$ cat src/rtl/circuito_decodificador_funcionalidade_pkg.sv
// Shared constants for the functionality link: FSM state encoding and the
// seven function codes, also used by the encoder side.
package circuito_decodificador_funcionalidade_pkg;

  typedef logic [2:0] cod_t;

  localparam logic [1:0] ST_IDLE      = 2'd0;
  localparam logic [1:0] ST_FILTRANDO = 2'd1;
  localparam logic [1:0] ST_ATIVO     = 2'd2;

  localparam cod_t COD_NULO = 3'b000;
  localparam cod_t COD_A    = 3'b001;
  localparam cod_t COD_B    = 3'b010;
  localparam cod_t COD_C    = 3'b011;
  localparam cod_t COD_D    = 3'b100;
  localparam cod_t COD_E    = 3'b101;
  localparam cod_t COD_F    = 3'b110;
  localparam cod_t COD_G    = 3'b111;

endpackage

$ cat src/rtl/circuito_decodificador_funcionalidade_dec.sv
// Combinational 3-to-7 decode of a functionality code into one-hot select
// lines {A..G}; the null code yields all zeros.
module decodificador_3x7_funcionalidade
  import circuito_decodificador_funcionalidade_pkg::*;
(
  input  logic [2:0] code,
  output logic [6:0] sel
);

  always_comb begin
    sel = 7'b0000000;
    case (code)
      COD_A:   sel = 7'b1000000;
      COD_B:   sel = 7'b0100000;
      COD_C:   sel = 7'b0010000;
      COD_D:   sel = 7'b0001000;
      COD_E:   sel = 7'b0000100;
      COD_F:   sel = 7'b0000010;
      COD_G:   sel = 7'b0000001;
      default: sel = 7'b0000000;
    endcase
  end

endmodule

$ cat src/rtl/circuito_decodificador_funcionalidade.sv
// Receiving end of the functionality link: debounces CF and commits a stable
// code to registered one-hot select lines FUNC.
//
//   state        | meaning
//   IDLE         | no filtering in progress; waiting for an enabled sample
//   FILTRANDO    | counting consecutive identical enabled samples of cand
//   ATIVO        | a code is committed; watching for a different code
module circuito_decodificador_funcionalidade
  import circuito_decodificador_funcionalidade_pkg::*;
#(
  parameter int STABLE_CYCLES = 4,
  parameter int CNT_W         = 3
) (
  input  logic       clk,
  input  logic       rst,
  input  logic       en,
  input  logic [2:0] CF,
  output logic [6:0] FUNC,
  output logic       valid,
  output logic       nula,
  output logic       change
);

  localparam logic [CNT_W-1:0] STABLE_C = CNT_W'(STABLE_CYCLES);
  localparam logic [CNT_W-1:0] ONE_C    = CNT_W'(1);
  localparam logic [CNT_W-1:0] ZERO_C   = '0;
  localparam bit               DIRECT   = (STABLE_CYCLES == 1);

  logic [1:0]       state, state_nxt;
  logic [2:0]       cand, cand_nxt;
  logic [2:0]       cod_ativo;
  logic [CNT_W-1:0] cnt, cnt_nxt, cnt_inc;
  logic             commit;
  logic [6:0]       sel;

  assign cnt_inc = cnt + ONE_C;

  // Decoding cand_nxt lets a single-sample filter commit on the capture edge.
  decodificador_3x7_funcionalidade u_dec (
    .code (cand_nxt),
    .sel  (sel)
  );

  always_comb begin
    state_nxt = state;
    cand_nxt  = cand;
    cnt_nxt   = cnt;
    commit    = 1'b0;
    case (state)
      ST_IDLE: begin
        if (en) begin
          cand_nxt = CF;
          cnt_nxt  = ONE_C;
          if (DIRECT) begin
            commit    = 1'b1;
            state_nxt = ST_ATIVO;
          end else begin
            state_nxt = ST_FILTRANDO;
          end
        end
      end
      ST_FILTRANDO: begin
        if (!en) begin
          state_nxt = ST_IDLE;
          cand_nxt  = COD_NULO;
          cnt_nxt   = ZERO_C;
        end else if (CF != cand) begin
          cand_nxt = CF;
          cnt_nxt  = ONE_C;
        end else begin
          cnt_nxt = (cnt >= STABLE_C) ? STABLE_C : cnt_inc;
          if (cnt_inc == STABLE_C) begin
            commit    = 1'b1;
            state_nxt = ST_ATIVO;
          end
        end
      end
      ST_ATIVO: begin
        if (en && (CF != cod_ativo)) begin
          cand_nxt = CF;
          cnt_nxt  = ONE_C;
          if (DIRECT) begin
            commit = 1'b1;
          end else begin
            state_nxt = ST_FILTRANDO;
          end
        end
      end
      default: begin
        state_nxt = ST_IDLE;
        cand_nxt  = COD_NULO;
        cnt_nxt   = ZERO_C;
      end
    endcase
  end

  always_ff @(posedge clk or posedge rst) begin
    if (rst) begin
      state     <= ST_IDLE;
      cand      <= COD_NULO;
      cnt       <= ZERO_C;
      cod_ativo <= COD_NULO;
      FUNC      <= 7'b0000000;
      valid     <= 1'b0;
      nula      <= 1'b0;
      change    <= 1'b0;
    end else begin
      state  <= state_nxt;
      cand   <= cand_nxt;
      cnt    <= cnt_nxt;
      change <= 1'b0;
      if (commit) begin
        FUNC      <= sel;
        nula      <= (cand_nxt == COD_NULO);
        valid     <= 1'b1;
        change    <= !valid || (cand_nxt != cod_ativo);
        cod_ativo <= cand_nxt;
      end
    end
  end

endmodule

$ cat config.mk
export PLATFORM = sky130hd
export DESIGN_NAME = circuito_decodificador_funcionalidade
export DESIGN_NICKNAME = d
export VERILOG_FILES = /design/src/rtl/circuito_decodificador_funcionalidade_pkg.sv /design/src/rtl/circuito_decodificador_funcionalidade_dec.sv /design/src/rtl/circuito_decodificador_funcionalidade.sv
export SDC_FILE = /design/constraint.sdc
export NUM_CORES = 1
export LEC_CHECK = 0
export BUFFER_PORTS_ARGS = -buffer_cell sky130_fd_sc_hd__buf_2
export CAP_MARGIN = 40
export CORE_ASPECT_RATIO = 0.9
export CORE_MARGIN = 8
export CORE_UTILIZATION = 35
export CTS_BUF_LIST = sky130_fd_sc_hd__clkbuf_4 sky130_fd_sc_hd__clkbuf_8 sky130_fd_sc_hd__clkbuf_16
export DETAILED_ROUTE_END_ITERATION = 8
export SYNTH_ARGS = -nofsm -noshare
export SYNTH_HDL_FRONTEND = slang
export SYNTH_SLANG_ARGS = --single-unit
$ cat constraint.sdc
create_clock -name clk -period 3.53 [get_ports clk]
set_input_delay 0.5295 -clock clk [delete_from_list [all_inputs] [get_ports clk]]
set_output_delay 0.5295 -clock clk [all_outputs]
set_load 0.01 [all_outputs]
==> key figures <==
Critical path
  – CP startpoint kind: register
  – Worst-path cell chain: nand3b_1 -> nor4_2 -> nand3_2 -> and2b_1 -> a32o_1
  – CP arrival: 2.28 ns
  – Crit path largest cell delay: 0.60 ns
  – Worst Path Required: 3.73 ns
  – Slowest-stage cell, CP: dfrtp_1
  – Worst setup EP type: register
  – CP max FO: 18
  – Critical path type: reg -> reg

GRT
  – Grt ovf: 0
  – Largest net degree at the start of global routing: 22
  – All-layer global routing usage: 10.02%
  – Vias in the first global route: 982
  – Initial antenna violation count: 0
  – First-pass GRT wire length: 4609 um

Placed design
  – Post-DP HPWL: 1977 um
  – Port bufs: 15
  – Placed Cells: 168
  – GPL Wtd Cong: 0.8105

Layout
  – Fin nets: 138
  – Share of cells above drive strength 1: 21.09%
  – Reg area: 525.5 um2
  – Layout area overhead: 10.93%
  – Fin cells: 172
  – Fillcell total: 364
  – Diode count: 0
  – Multi-input gate area: 614.3 um2

Power and ir drop
  – Psw: 136.7 uW
  – P_int: 357.9 uW
  – Combinational power share: 16.2%
  – Leakage power: 0.0006324 uW
  – Sequential power share: 53.5%
  – IR Drop Worst-Case VDD: 0.1828 mV
  – PD cells: 367.4 nW/um2
  – Switching Share: 27.64%
  – Clk pwr share: 30.3%

Synth
  – Post-synthesis simple-gate area fraction: 16.49%
  – Xor/xnor share of the synthesized area: 7.938%
  – Leading register cell type out of synthesis: dfrtp_1
  – Synthesis warning total: 0
  – Main combinational cell family by area after synthesis: compound AO/OA/AOI/OAI gates
  – Seq cells post-synth: 21
  – Asr flop ratio synth: 100.0%
  – Compound-gate portion of the synthesized area: 22.27%
  – Synth Area per Inst: 10.37 um2
  – Mapped Nets: 126
  – Number of flops mapped to enable cells by yosys: 0
  – Mapped Area: 1214 um2
  – Multiplexer share of the synthesized area: 0.8247%
  – Synth Area in Adders: 3.093%
  – Seq/Total Area, Yosys: 43.30%
  – Synth cell types: 39
  – Cells after synthesis: 117

Die
  – Ports: 16
  – Die Ht: 71.87 um
  – Core Rows: 20
  – Die area: 5611 um2
  – Die X: 78.07 um
  – Placeable Area: 3353 um2
  – Starting Density: 36.19%

Timing
  – Slew @ Worst Pin: 0.7622 ns
  – Max Clock Skew: 0.008941 ns
  – Final setup TNS: 0 ns
  – Crit share post-route: 58.97%
  – Min cycle time layout: 2.082 ns
  – Max-slew headroom: 49.13%
  – Final Setup Violations: 0
  – Final slew viol count: 0
  – RSZ-0062 raised after global routing: false
  – Final Hold Fails: 0
  – Fmax: 480.4 MHz

Detailed routing
  – Detailed Routing Iterations Pass 1: 4
  – DRC Markers: 0
  – DR WL/cell: 15.03 um
  – WL final: 2585 um
  – Via density: 5.360
  – Routed Antenna Nets: 0
  – DR vias: 922
  – Starting DRT DRC Count: 64

Clock tree
  – CTS tree: done
  – Hold_buf cts: 0
  – Worst-path clk slew: 0.07 ns
  – Clock sink total: 21
  – # H-tree levels: 1
  – Post-CTS Setup Inserts: 0
  – Clk_lat worst skew: 0.26 ns
  – Post-cts sizing count: 0
  – Clock Path Buffers: 2
  – Clk Tree Root Cell: clkbuf_8
  – Total CTS buffers: 3

Outcome
  – Outcome: finished clean

Job
  – Max-cap check violation count: 0

Hold path
  – Hold WC Path Type: in -> async
==> power groups by stage <==
stage	Combinational (uW)	Sequential, uW	Clock, uW
floorplan	69.5	262	0
finish	80.4	265	150
CTS	81.2	265	156
global route	90.6	266	169
global placement	79.5	268	0
detailed placement	81.0	270	0
==> kinds of logic after synthesis <==
family,after synthesis
buffers and inverters,16
flip-flops,21
AO/OA/AOI/OAI,31
AND/OR/NAND/NOR,34
adder cells (fa/ha/maj),3
multiplexers,1
XOR/XNOR,11
==> cell usage after synthesis (2+ instances only) <==
cell type / n / area [um2]
nand3b_1: 3 / 22.52
nor2_1: 3 / 11.26
xor2_1: 7 / 61.31
nand2_1: 13 / 48.80
inv_1: 6 / 22.52
ha_1: 3 / 37.54
a31oi_1: 2 / 12.51
nand3_1: 2 / 10.01
inv_2: 2 / 7.510
dfrtp_1: 21 / 525.5
o21ai_0: 7 / 35.03
a21oi_1: 3 / 15.01
xnor2_1: 4 / 35.03
clkbuf_1: 2 / 7.510
a32o_1: 10 / 100.1
nor2b_1: 3 / 18.77
buf_2: 4 / 20.02
==> sequential cells by signal, summed over array words and instances, names as in the netlist <==
register / cells
cand: 3
change: 1
cod_ativo: 3
valid: 1
state: 2
nula: 1
FUNC: 7
cnt: 3
==> layer usage <==
metal  track usage (%)  share of wire [%]  vias to the layer above  wire length (um)
li1                  -                  -                      446                 -
met1             13.20                 51                      446              1325
met2             14.80                 41                       25              1070
met3             2.750                5.4                        5               140
met4             4.517                1.9                        0                49
met5                 0                  0                        -                 0
==> area by class of cell <==
class	count	share of cell area (%)
clock buffer	3	3.067
multi-input combinational	80	45.63
clock inverter	1	0.3717
inverter	8	2.230
timing repair buffer	15	5.576
tap	44	4.089
sequential	21	39.03
==> through the flow <==
step	hold WS, ns	cell area [um2]	setup slack (ns)	utilization (%)	power (uW)
6_report	0.3957	1346	1.448	40.15	494.7
5_1_grt	0.4652	1346	1.255	40.15	525.7
4_1_cts	0.4190	1346	1.444	40.15	502.3
3_5_place_dp	0.4758	1300	1.195	38.77	350.7
3_3_place_gp	0.4767	1300	1.261	38.77	347.7
2_1_floorplan	0.5060	1214	1.560	-	331.0
==> worst max-delay path, delay by kind of cell, from the launching register on <==
kind / cells / cell delay [ns]
AND/OR/NAND/NOR: 4 / 1.23
AO/OA/AOI/OAI: 1 / 0.19
flip-flops: 1 / 0.60
==> worst paths after layout <==
path | start | endpoint | slack [ns] | depth (start not counted)
min in group clk | FUNC[2] | FUNC[2] | 0.50 | 1
max in group asynchronous | rst | FUNC[5] | 2.65 | 2
setup / recovery | state[0] | FUNC[1] | 1.45 | 5
hold reg to reg | FUNC[2] | FUNC[2] | 0.50 | 1
hold / removal | rst | cand[2] | 0.40 | 2
setup reg to reg | state[0] | FUNC[1] | 1.45 | 5
==> placed cells by master (no fill, tap or decap), types with 2 or more instances in the layout <==
cell | Yosys | routed
xnor2_1 | 4 | 4
a21oi_1 | 3 | 3
xor2_1 | 7 | 7
a31oi_1 | 2 | 2
nor2_1 | 3 | 3
dfrtp_1 | 21 | 21
ha_1 | 3 | 3
a32o_1 | 10 | 10
nand2_1 | 13 | 13
buf_2 | 4 | 15
nand3b_1 | 3 | 3
nor2b_1 | 3 | 3
inv_2 | 2 | 2
clkbuf_8 | 0 | 3
nand3_1 | 2 | 2
o21ai_0 | 7 | 7
inv_1 | 6 | 6
(Power assumes the default switching activity.)
